## src/rtl/copi_sched_pkg.sv

```systemverilog
// Shared types and default constants for the COPI frame scheduler.
package copi_sched_pkg;
  localparam int SLOT_W       = 6;
  localparam int WORD_W       = 16;
  localparam int LIST_WORDS   = 36;
  localparam int N_SLOTS_D    = 35;
  localparam int AUX_FIRST_D  = 32;
  localparam int AUX_LAST_D   = 34;
  localparam int AUX_DEPTH_D  = 16;
  localparam int CAL_FRAMES_D = 9;

  typedef enum logic [1:0] {
    S_IDLE    = 2'd0,
    S_RUN     = 2'd1,
    S_CAL_ARM = 2'd2,
    S_CAL     = 2'd3
  } state_t;

  typedef enum logic [1:0] {
    SRC_LIST = 2'd0,
    SRC_AUX  = 2'd1,
    SRC_CAL  = 2'd2,
    SRC_IDLE = 2'd3
  } src_t;

  function automatic logic in_window(input logic [SLOT_W-1:0] idx,
                                     input int first, input int last);
    return (int'(idx) >= first) && (int'(idx) <= last);
  endfunction
endpackage

```

## src/rtl/copi_aux_fifo.sv

```systemverilog
// Auxiliary command queue: synchronous FIFO with flush, occupancy and sticky overflow.
module copi_aux_fifo #(
  parameter int DEPTH  = 16,
  parameter int DATA_W = 16
) (
  input  logic                     clk,
  input  logic                     rst,
  input  logic                     i_push,
  input  logic [DATA_W-1:0]        i_data,
  input  logic                     i_pop,
  input  logic                     i_flush,
  output logic [DATA_W-1:0]        o_head,
  output logic [$clog2(DEPTH):0]   o_count,
  output logic                     o_full,
  output logic                     o_empty,
  output logic                     o_overflow
);
  localparam int AW = $clog2(DEPTH);
  localparam int CW = AW + 1;

  logic [DATA_W-1:0] r_mem [DEPTH];
  logic [AW-1:0]     r_wr_ptr;
  logic [AW-1:0]     r_rd_ptr;
  logic [CW-1:0]     r_count;
  logic              r_overflow;
  logic              w_do_pop;
  logic              w_do_push;

  assign o_full     = (r_count == CW'(DEPTH));
  assign o_empty    = (r_count == '0);
  assign o_count    = r_count;
  assign o_overflow = r_overflow;
  assign o_head     = r_mem[r_rd_ptr];

  // A pop in the same cycle frees a slot, so a push at full still lands.
  assign w_do_pop  = i_pop && !o_empty;
  assign w_do_push = i_push && (!o_full || w_do_pop);

  always_ff @(posedge clk) begin
    if (rst || i_flush) begin
      r_wr_ptr   <= '0;
      r_rd_ptr   <= '0;
      r_count    <= '0;
      r_overflow <= 1'b0;
    end else begin
      if (w_do_push) r_wr_ptr <= r_wr_ptr + 1'b1;
      if (w_do_pop)  r_rd_ptr <= r_rd_ptr + 1'b1;
      case ({w_do_push, w_do_pop})
        2'b10:   r_count <= r_count + 1'b1;
        2'b01:   r_count <= r_count - 1'b1;
        default: r_count <= r_count;
      endcase
      if (i_push && !w_do_push) r_overflow <= 1'b1;
    end
  end

  always_ff @(posedge clk) begin
    if (w_do_push && !i_flush) r_mem[r_wr_ptr] <= i_data;
  end
endmodule

```

## src/rtl/copi_frame_scheduler.sv

```systemverilog
// Per-slot COPI command word selection: list, aux queue, or calibration sequence.
// Optional statistics counters are built when SCHED_STATS_EN is defined.
module copi_frame_scheduler
  import copi_sched_pkg::*;
#(
  parameter int N_SLOTS    = N_SLOTS_D,
  parameter int AUX_FIRST  = AUX_FIRST_D,
  parameter int AUX_LAST   = AUX_LAST_D,
  parameter int AUX_DEPTH  = AUX_DEPTH_D,
  parameter int CAL_FRAMES = CAL_FRAMES_D
) (
  input  logic                          clk,
  input  logic                          rst,
  input  logic                          run,
  input  logic [WORD_W*LIST_WORDS-1:0]  list_words,
  input  logic                          slot_req,
  input  logic [SLOT_W-1:0]             slot_idx,
  output logic                          word_valid,
  output logic [WORD_W-1:0]             word,
  output logic [1:0]                    word_src,
  input  logic                          aux_push,
  input  logic [WORD_W-1:0]             aux_data,
  output logic                          aux_full,
  output logic [$clog2(AUX_DEPTH):0]    aux_count,
  input  logic                          aux_flush,
  input  logic [WORD_W-1:0]             cal_word,
  input  logic [WORD_W-1:0]             dummy_word,
  input  logic                          cal_req,
  output logic                          cal_busy,
`ifdef SCHED_STATS_EN
  output logic [31:0]                   stat_aux_sent,
  output logic [31:0]                   stat_cal_runs,
  output logic [31:0]                   stat_list_sent,
`endif
  output logic                          aux_overflow
);
  localparam int FW = $clog2(CAL_FRAMES + 2);

  state_t            r_state;
  state_t            w_next;
  logic [FW-1:0]     r_cal_frm;
  logic              r_cal_pend;
  logic              r_vld_p1;
  logic [WORD_W-1:0] r_word_p1;
  src_t              r_src_p1;

  logic [WORD_W-1:0] w_word;
  src_t              w_src;
  logic              w_pop;
  logic              w_idx_ok;
  logic              w_in_win;
  logic              w_slot0;
  logic [WORD_W-1:0] w_list_word;
  logic [WORD_W-1:0] w_aux_head;
  logic              w_aux_empty;

  assign w_idx_ok    = (slot_idx < SLOT_W'(N_SLOTS));
  assign w_in_win    = in_window(slot_idx, AUX_FIRST, AUX_LAST);
  assign w_slot0     = slot_req && (slot_idx == '0);
  assign w_list_word = list_words[slot_idx*WORD_W +: WORD_W];

  copi_aux_fifo #(
    .DEPTH  (AUX_DEPTH),
    .DATA_W (WORD_W)
  ) u_aux_fifo (
    .clk        (clk),
    .rst        (rst),
    .i_push     (aux_push),
    .i_data     (aux_data),
    .i_pop      (w_pop),
    .i_flush    (aux_flush),
    .o_head     (w_aux_head),
    .o_count    (aux_count),
    .o_full     (aux_full),
    .o_empty    (w_aux_empty),
    .o_overflow (aux_overflow)
  );

  always_ff @(posedge clk) begin
    if (rst) begin
      r_state    <= S_IDLE;
      r_cal_frm  <= '0;
      r_cal_pend <= 1'b0;
    end else begin
      r_state <= w_next;
      if (r_state == S_CAL_ARM && w_next == S_CAL)
        r_cal_frm <= '0;
      else if (r_state == S_CAL && w_slot0)
        r_cal_frm <= r_cal_frm + 1'b1;
      // A request seen while stopped waits for run; leaving idle consumes it.
      r_cal_pend <= (r_state == S_IDLE && w_next == S_IDLE) ? (r_cal_pend | cal_req) : 1'b0;
    end
  end

  always_comb begin
    w_next = r_state;
    case (r_state)
      S_IDLE:    if (run) w_next = (r_cal_pend || cal_req) ? S_CAL_ARM : S_RUN;
      S_RUN:     if (cal_req) w_next = S_CAL_ARM;
      S_CAL_ARM: if (w_slot0) w_next = S_CAL;
      S_CAL:     if (w_slot0 && r_cal_frm == FW'(CAL_FRAMES)) w_next = S_RUN;
      default:   w_next = S_IDLE;
    endcase
    if (!run) w_next = S_IDLE;
  end

  always_comb begin
    w_word   = '0;
    w_src    = SRC_IDLE;
    w_pop    = 1'b0;
    cal_busy = r_cal_pend || (r_state == S_CAL_ARM) || (r_state == S_CAL);
    if (slot_req && run && r_state != S_IDLE && w_idx_ok) begin
      w_word = w_list_word;
      w_src  = SRC_LIST;
      if (w_in_win) begin
        if (r_state == S_CAL) begin
          w_src  = SRC_CAL;
          w_word = (r_cal_frm == '0 && slot_idx == SLOT_W'(AUX_FIRST)) ? cal_word : dummy_word;
        end else if (!w_aux_empty) begin
          w_src  = SRC_AUX;
          w_word = w_aux_head;
          w_pop  = 1'b1;
        end
      end
    end
  end

  // Response stage: one cycle after the request.
  always_ff @(posedge clk) begin
    if (rst) begin
      r_vld_p1  <= 1'b0;
      r_word_p1 <= '0;
      r_src_p1  <= SRC_IDLE;
    end else begin
      r_vld_p1 <= slot_req;
      if (slot_req) begin
        r_word_p1 <= w_word;
        r_src_p1  <= w_src;
      end
    end
  end

  assign word_valid = r_vld_p1;
  assign word       = r_word_p1;
  assign word_src   = r_src_p1;

`ifdef SCHED_STATS_EN
  logic [31:0] r_stat_aux;
  logic [31:0] r_stat_cal;
  logic [31:0] r_stat_list;

  always_ff @(posedge clk) begin
    if (rst) begin
      r_stat_aux  <= '0;
      r_stat_cal  <= '0;
      r_stat_list <= '0;
    end else begin
      if (r_vld_p1 && r_src_p1 == SRC_AUX)  r_stat_aux  <= r_stat_aux + 32'd1;
      if (r_vld_p1 && r_src_p1 == SRC_LIST) r_stat_list <= r_stat_list + 32'd1;
      if (r_state != S_CAL && w_next == S_CAL) r_stat_cal <= r_stat_cal + 32'd1;
    end
  end

  assign stat_aux_sent  = r_stat_aux;
  assign stat_cal_runs  = r_stat_cal;
  assign stat_list_sent = r_stat_list;
`endif
endmodule
```

## config.mk

```make
export PLATFORM = sky130hd
export DESIGN_NAME = copi_frame_scheduler
export DESIGN_NICKNAME = d
export VERILOG_FILES = /design/src/rtl/copi_sched_pkg.sv /design/src/rtl/copi_aux_fifo.sv /design/src/rtl/copi_frame_scheduler.sv
export SDC_FILE = /design/constraint.sdc
export NUM_CORES = 1
export LEC_CHECK = 0
export ABC_CLOCK_PERIOD_IN_PS = 6400
export BUFFER_PORTS_ARGS = -buffer_cell sky130_fd_sc_hd__buf_2
export CAP_MARGIN = 15
export CORE_AREA = 5 5 259 261
export CTS_BUF_LIST = sky130_fd_sc_hd__clkbuf_4 sky130_fd_sc_hd__clkbuf_8
export DETAILED_ROUTE_END_ITERATION = 16
export DIE_AREA = 0 0 264 266
export GPL_TIMING_DRIVEN = 0
export SYNTH_ARGS = -nofsm -noshare
export SYNTH_HDL_FRONTEND = slang
export SYNTH_SLANG_ARGS = --single-unit
```

## constraint.sdc

```tcl
create_clock -name clk -period 6.4 [get_ports clk]
set_input_delay 0.64 -clock clk [delete_from_list [all_inputs] [get_ports clk]]
set_output_delay 0.64 -clock clk [all_outputs]
set_load 0.02 [all_outputs]
```

==> results of run 1 <==
-- power by group --
part	switching (mW)	leakage, nW	internal, mW	total (mW)
logic	0.438	5.94	0.324	0.762
registers	0.00597	2.66	2.13	2.14
clock network	0.750	0.530	0.909	1.66
-- synth_stat cells, types with 27 or more instances --
cell type / number
clkbuf_1: 54
a22oi_1: 80
nand3_1: 27
dfxtp_1: 44
buf_2: 36
nand2_1: 92
nor2_1: 46
o21ai_0: 36
edfxtp_1: 256
mux2i_1: 229
mux4_2: 96
-- how the worst min path moves through the flow --
stage	from	endpoint	slack, ns	cells after the start
4_1_cts	run	r_state[0]	0.33	3
5_1_grt	run	r_state[0]	0.33	3
2_1_floorplan	r_cal_frm[1]	r_cal_frm[1]	0.47	2
3_3_place_gp	word[8]	word[8]	0.46	1
3_5_place_dp	word[8]	word[8]	0.46	1
6_report	run	r_state[0]	0.35	3
-- kinds of logic (layout without fill, tap and decap cells) --
kind of cell	Yosys count	after routing	synth area share
mux	337	337	0.267
flops	300	300	0.499
compound gates	262	262	0.107
simple gates	256	256	0.0770
buf+inv	122	884	0.0344
xor+xnor	13	13	0.00662
fa+ha+maj	12	12	0.00917
other cells	0	12	0
-- stage by stage --
stage	cells	worst slack [ns]	cell area, sq um	utilization
finish	2931	2.74	22800	0.355
global route	2924	2.66	22800	0.355
CTS	2919	2.81	22800	0.355
detailed placement	2831	2.23	21800	0.340
global placement	2815	1.60	21500	0.335
floorplan	1302	3.23	17200	-
-- flip-flops by register name, indices dropped and copies added (netlist names), named ones only --
signal,cells
u_aux_fifo.o_count,5
word_valid,1
word,16
u_aux_fifo.o_overflow,1
r_state,2
u_aux_fifo.r_wr_ptr,4
word_src,2
r_cal_frm,4
u_aux_fifo.r_mem,256
u_aux_fifo.r_rd_ptr,4
r_cal_pend,1
-- metal layers --
| layer | vias up | global-route usage |
|---|---|---|
| li1 | 6704 | - |
| met1 | 7837 | 0.362 |
| met2 | 968 | 0.418 |
| met3 | 131 | 0.0642 |
| met4 | 12 | 0.0697 |
| met5 | - | 0 |
-- area by class of cell --
type | instances | area, sq um | share of cell area
Antenna cell | 12 | 30.0 | 0.00132
Buffer | 110 | 546 | 0.0239
Clock buffer | 71 | 865 | 0.0379
Clock inverter | 17 | 108 | 0.00471
Inverter | 12 | 45.0 | 0.00197
Multi-Input combinational cell | 880 | 8070 | 0.353
Sequential cell | 300 | 8570 | 0.375
Tap cell | 855 | 1070 | 0.0469
Timing Repair Buffer | 674 | 3530 | 0.155
-- critical path, stage by stage --
cell       delay, ns
buf_2           0.15
buf_2           0.25
nor4b_4         0.77
o2111ai_1       0.38
o21ai_0         0.50
nand3_1         0.35
nor2_2          0.64
buf_8           0.23
==> flow_summary.json, run 1 <==
{
  "grt-ovfl-total": 0,
  "reg2reg_depth": 8,
  "cts_tree": "built",
  "ys_async_sr_fraction": 0,
  "ant_nets": 0,
  "final_cell_mix": "buf_2, edfxtp_1, mux2i_1",
  "hold_path_class": "in -> reg",
  "dieArea_sq_um": 70200,
  "routed.top_layer": "met5",
  "synth_nets": 1951,
  "layout_commonest_cell": "buf_2",
  "synth_edf_count": 256,
  "path_clk_slew_ns": 0.07,
  "fp.dieW_um": 264,
  "grt_pass1_vias": 15541,
  "dp_hpwl_um": 84400,
  "synthFlopType": "edfxtp_1",
  "wl_met3_um": 9420,
  "area_growth_pct": 32.8,
  "core_sq_um": 64200,
  "die-height_um": 266,
  "synth-seq-area-share": 0.499,
  "initialDrtViolationCount": 1629,
  "vdd_drop_max_mv": 0.132,
  "htreeDepth": 2,
  "grtUsageTotal": 0.263,
  "ys_ff_latch": 300,
  "cp_max_fo": 10,
  "ctsResizeCount": 0,
  "synth_cell_types": 60,
  "fin_skew_ns": 0.0237,
  "tns_ns": 0,
  "finalHoldViolCount": 0,
  "r2r-start": "r_state[1]",
  "drv_slew": 0,
  "antenna_found_initial": 27,
  "p_leak_nw": 9.13,
  "holdWs_ns": 0.351,
  "synth_largest_area_cell": "edfxtp_1",
  "cts_root_buffer": "clkbuf_8",
  "synth_cells": 1302,
  "grt_max_degree": 17,
  "status": "completed",
  "rsz0062_at_grt": "false",
  "synth_area_sq_um": 17200,
  "postCtsHoldBufs": 0,
  "yosysTopAreaCellShare": 0.447,
  "worstPathArrival_ns": 3.93,
  "cp-end-kind": "register",
  "cts_buffers": 48,
  "dr_total_vias": 15652,
  "wl_met1_um": 41200,
  "io_pins": 664,
  "synth_area_per_cell_sq_um": 13.2,
  "clk_latency_ns": 0.57,
  "crit_end": "u_aux_fifo.r_mem[3][12]",
  "place.gp.congestion": 1.03,
  "cp_data_required_time_ns": 6.67,
  "via_per_inst": 5.34,
  "start_util": 0.268,
  "drt-wirelength-per-cell_um": 33.7,
  "startpoint_type": "input pin",
  "synth.area.top_cells": "edfxtp_1, mux2i_1, mux4_2",
  "slew_headroom": 0.283,
  "clock_tree.buffer_depth": 3,
  "tightest_slew_ns": 1.08,
  "fmax_ghz": 0.273,
  "n_fill_cell": 6464,
  "cts_sinks": 300,
  "p_per_area_nw_per_um2": 200,
  "rows": 93,
  "max_cap_violations": 0,
  "total_power_mw": 4.56,
  "finalCritPeriodShare": 0.572,
  "layout_min_cycle_time_ns": 3.66,
  "grt_pass1_wl_um": 129000,
  "yosys_warnings": 0,
  "routed_wl_um": 98800,
  "rr_endpoint": "word[13]",
  "fin_nets": 2675,
  "cts_setup_buffers": 0,
  "portBuffers": 658,
  "crit_type": "in -> reg",
  "drive_gt1_frac": 0.454,
  "crit_start": "slot_idx[5]",
  "r2r_slack_ns": 3.18,
  "drt-pass1-iter-count": 7,
  "wl_met2_um": 45300,
  "setup_viol": 0,
  "drc": 0
}
Power figures use the tool's default switching activity.
==> run 2, diff against run 1 <==
--- a/config.mk
+++ b/config.mk
@@ -5,7 +5,7 @@
 export SDC_FILE = /design/constraint.sdc
 export NUM_CORES = 1
 export LEC_CHECK = 0
-export ABC_CLOCK_PERIOD_IN_PS = 6400
+export ABC_CLOCK_PERIOD_IN_PS = 3300
 export BUFFER_PORTS_ARGS = -buffer_cell sky130_fd_sc_hd__buf_2
 export CAP_MARGIN = 15
 export CORE_AREA = 5 5 259 261
==> constraint.sdc (replaced) <==
create_clock -name clk -period 3.3 [get_ports clk]
set_input_delay 0.33 -clock clk [delete_from_list [all_inputs] [get_ports clk]]
set_output_delay 0.33 -clock clk [all_outputs]
set_load 0.02 [all_outputs]
==> run 2 against run 1 <==
  * Worst setup slack got worse by 2.7 ns
  * Highest routed layer unchanged
  * Register-to-register slack got worse by 2.9 ns
  * Die area did not move
  * Global-route usage did not move
  * Sequential cell count did not move
==> flow_summary.json, run 2 (synthesis results as in run 1) <==
{
  "cp_data_required_time_ns": 3.76,
  "rsz0062_at_grt": "false",
  "layout_min_cycle_time_ns": 3.27,
  "cp-end-kind": "register",
  "dp_hpwl_um": 84400,
  "antenna_found_initial": 27,
  "drc": 0,
  "io_pins": 664,
  "startpoint_type": "input pin",
  "placed_area_sq_um": 21800,
  "path_cells": "buf_2, buf_2, buf_2, buf_2, mux2i_1, a22oi_1, nand2_1, o22ai_1, or3_1, a32o_1",
  "drv_slew": 0,
  "path_clk_slew_ns": 0.07,
  "ant_nets": 0,
  "multi_input_area_sq_um": 8070,
  "layout.cells.non_filler": 2936,
  "holdWs_ns": 0.0427,
  "via_per_inst": 5.35,
  "finalCritPeriodShare": 0.992,
  "rows": 93,
  "grt_pass1_wl_um": 129000,
  "cts_tree": "built",
  "grt_max_degree": 17,
  "drive_gt1_frac": 0.456,
  "status": "completed",
  "layout_commonest_cell": "buf_2",
  "portBuffers": 658,
  "largest_reg_flops": 256,
  "fp.dieW_um": 264,
  "hold_path_class": "in -> reg",
  "dieArea_sq_um": 70200,
  "start_util": 0.268,
  "setup_viol": 0,
  "worstPathArrival_ns": 3.74,
  "vdd_drop_max_mv": 0.255,
  "cts_buffers": 48,
  "grt-ovfl-total": 0,
  "seq_area_sq_um": 8570,
  "area_growth_pct": 33.0,
  "fin_skew_ns": 0.0202,
  "clock_tree.buffer_depth": 3,
  "place.gp.congestion": 1.03,
  "n_fill_cell": 6460,
  "dr_total_vias": 15695,
  "cpMostUsedCell": "buf_2",
  "regMostFlops": "u_aux_fifo.r_mem",
  "cp_max_fo": 10,
  "initialDrtViolationCount": 1676,
  "slew_headroom": 0.273,
  "total_power_mw": 8.83,
  "grtUsageTotal": 0.263,
  "clk_latency_ns": 0.57,
  "crit_slowest_cell": "mux2i_1",
  "p_leak_nw": 9.15,
  "crit_type": "in -> reg",
  "grt_pass1_vias": 15541,
  "drt-pass1-iter-count": 5,
  "fmax_ghz": 0.305,
  "place_inst": 2831,
  "postCtsHoldBufs": 0,
  "die-height_um": 266,
  "routed_wl_um": 98900,
  "fin_nets": 2678,
  "max_stage_delay_ns": 0.73,
  "cts_root_buffer": "clkbuf_8",
  "final_cell_mix": "buf_2, edfxtp_1, mux2i_1",
  "drt-wirelength-per-cell_um": 33.7,
  "finalHoldViolCount": 0,
  "cts_sinks": 300,
  "max_cap_violations": 0,
  "htreeDepth": 2,
  "p_per_area_nw_per_um2": 386,
  "tightest_slew_ns": 1.09,
  "core_sq_um": 64200,
  "fin_area_sq_um": 22900
}
[run 2: cell count changes in the layout (fill, tap and decap cells not counted)]
| cell | before | now |
|---|---|---|
| clkbuf_2 | 0 | 1 |
| mux2i_2 | 0 | 1 |
| mux2i_1 | 229 | 228 |
| buf_4 | 11 | 14 |
| diode_2 | 12 | 14 |
| clkbuf_1 | 54 | 53 |
[run 2: area by class of cell]
| class | count | area share |
|---|---|---|
| diodes | 14 | 0.00153 |
| plain buffers | 110 | 0.0239 |
| clock buffers | 71 | 0.0378 |
| clock inverters | 17 | 0.00471 |
| inverters | 12 | 0.00197 |
| multi-input cells | 880 | 0.353 |
| flip-flops and latches | 300 | 0.375 |
| well taps | 855 | 0.0468 |
| repair buffers | 677 | 0.156 |
[run 2: critical path: cells and delay by family]
family | cells | cell delay (ns)
buffers and inverters | 4 | 1.38
muxes | 1 | 0.73
and+or+nand+nor | 2 | 0.64
AOI/OAI and AO/OA | 3 | 0.62
[run 2: report_power, final]
group / leakage, nW / switching, mW / internal (mW) / total (mW)
logic: 5.96 / 0.853 / 0.629 / 1.48
registers: 2.66 / 0.0116 / 4.13 / 4.14
clock network: 0.530 / 1.45 / 1.76 / 3.21
total: 9.15 / 2.31 / 6.52 / 8.83
[run 2: metal layers]
layer  up-vias  share of wire  track usage
li1       6706              -            -
met1      7947           0.42        0.362
met2       917           0.46        0.418
met3       117          0.094       0.0642
met4         8          0.029       0.0697
met5         -        0.00056            0
[run 2: metrics by stage]
step	util	setup slack [ns]	setup TNS, ns
finish	0.356	0.0257	0
CTS	0.355	0.0203	0
global placement	0.335	-1.19	-280.24
global route	0.356	0.0582	0
detailed placement	0.340	-0.564	-83.46
floorplan	-	0.438	0
[run 2: worst paths after layout]
path | start | end | slack [ns] | cells past startpoint
hold / removal | run | r_state[0] | 0.04 | 3
hold reg to reg | word[8] | word[8] | 0.46 | 1
setup / recovery | slot_idx[0] | word[1] | 0.03 | 10
setup reg to reg | r_state[1] | u_aux_fifo.r_mem[7][12] | 0.27 | 7
[run 2: what timing repair did]
item | 4_1_cts | 5_1_grt
buffers inserted | 0 | 3
resized for setup | 0 | 3
endpoints found under the setup margin | 0 | 32
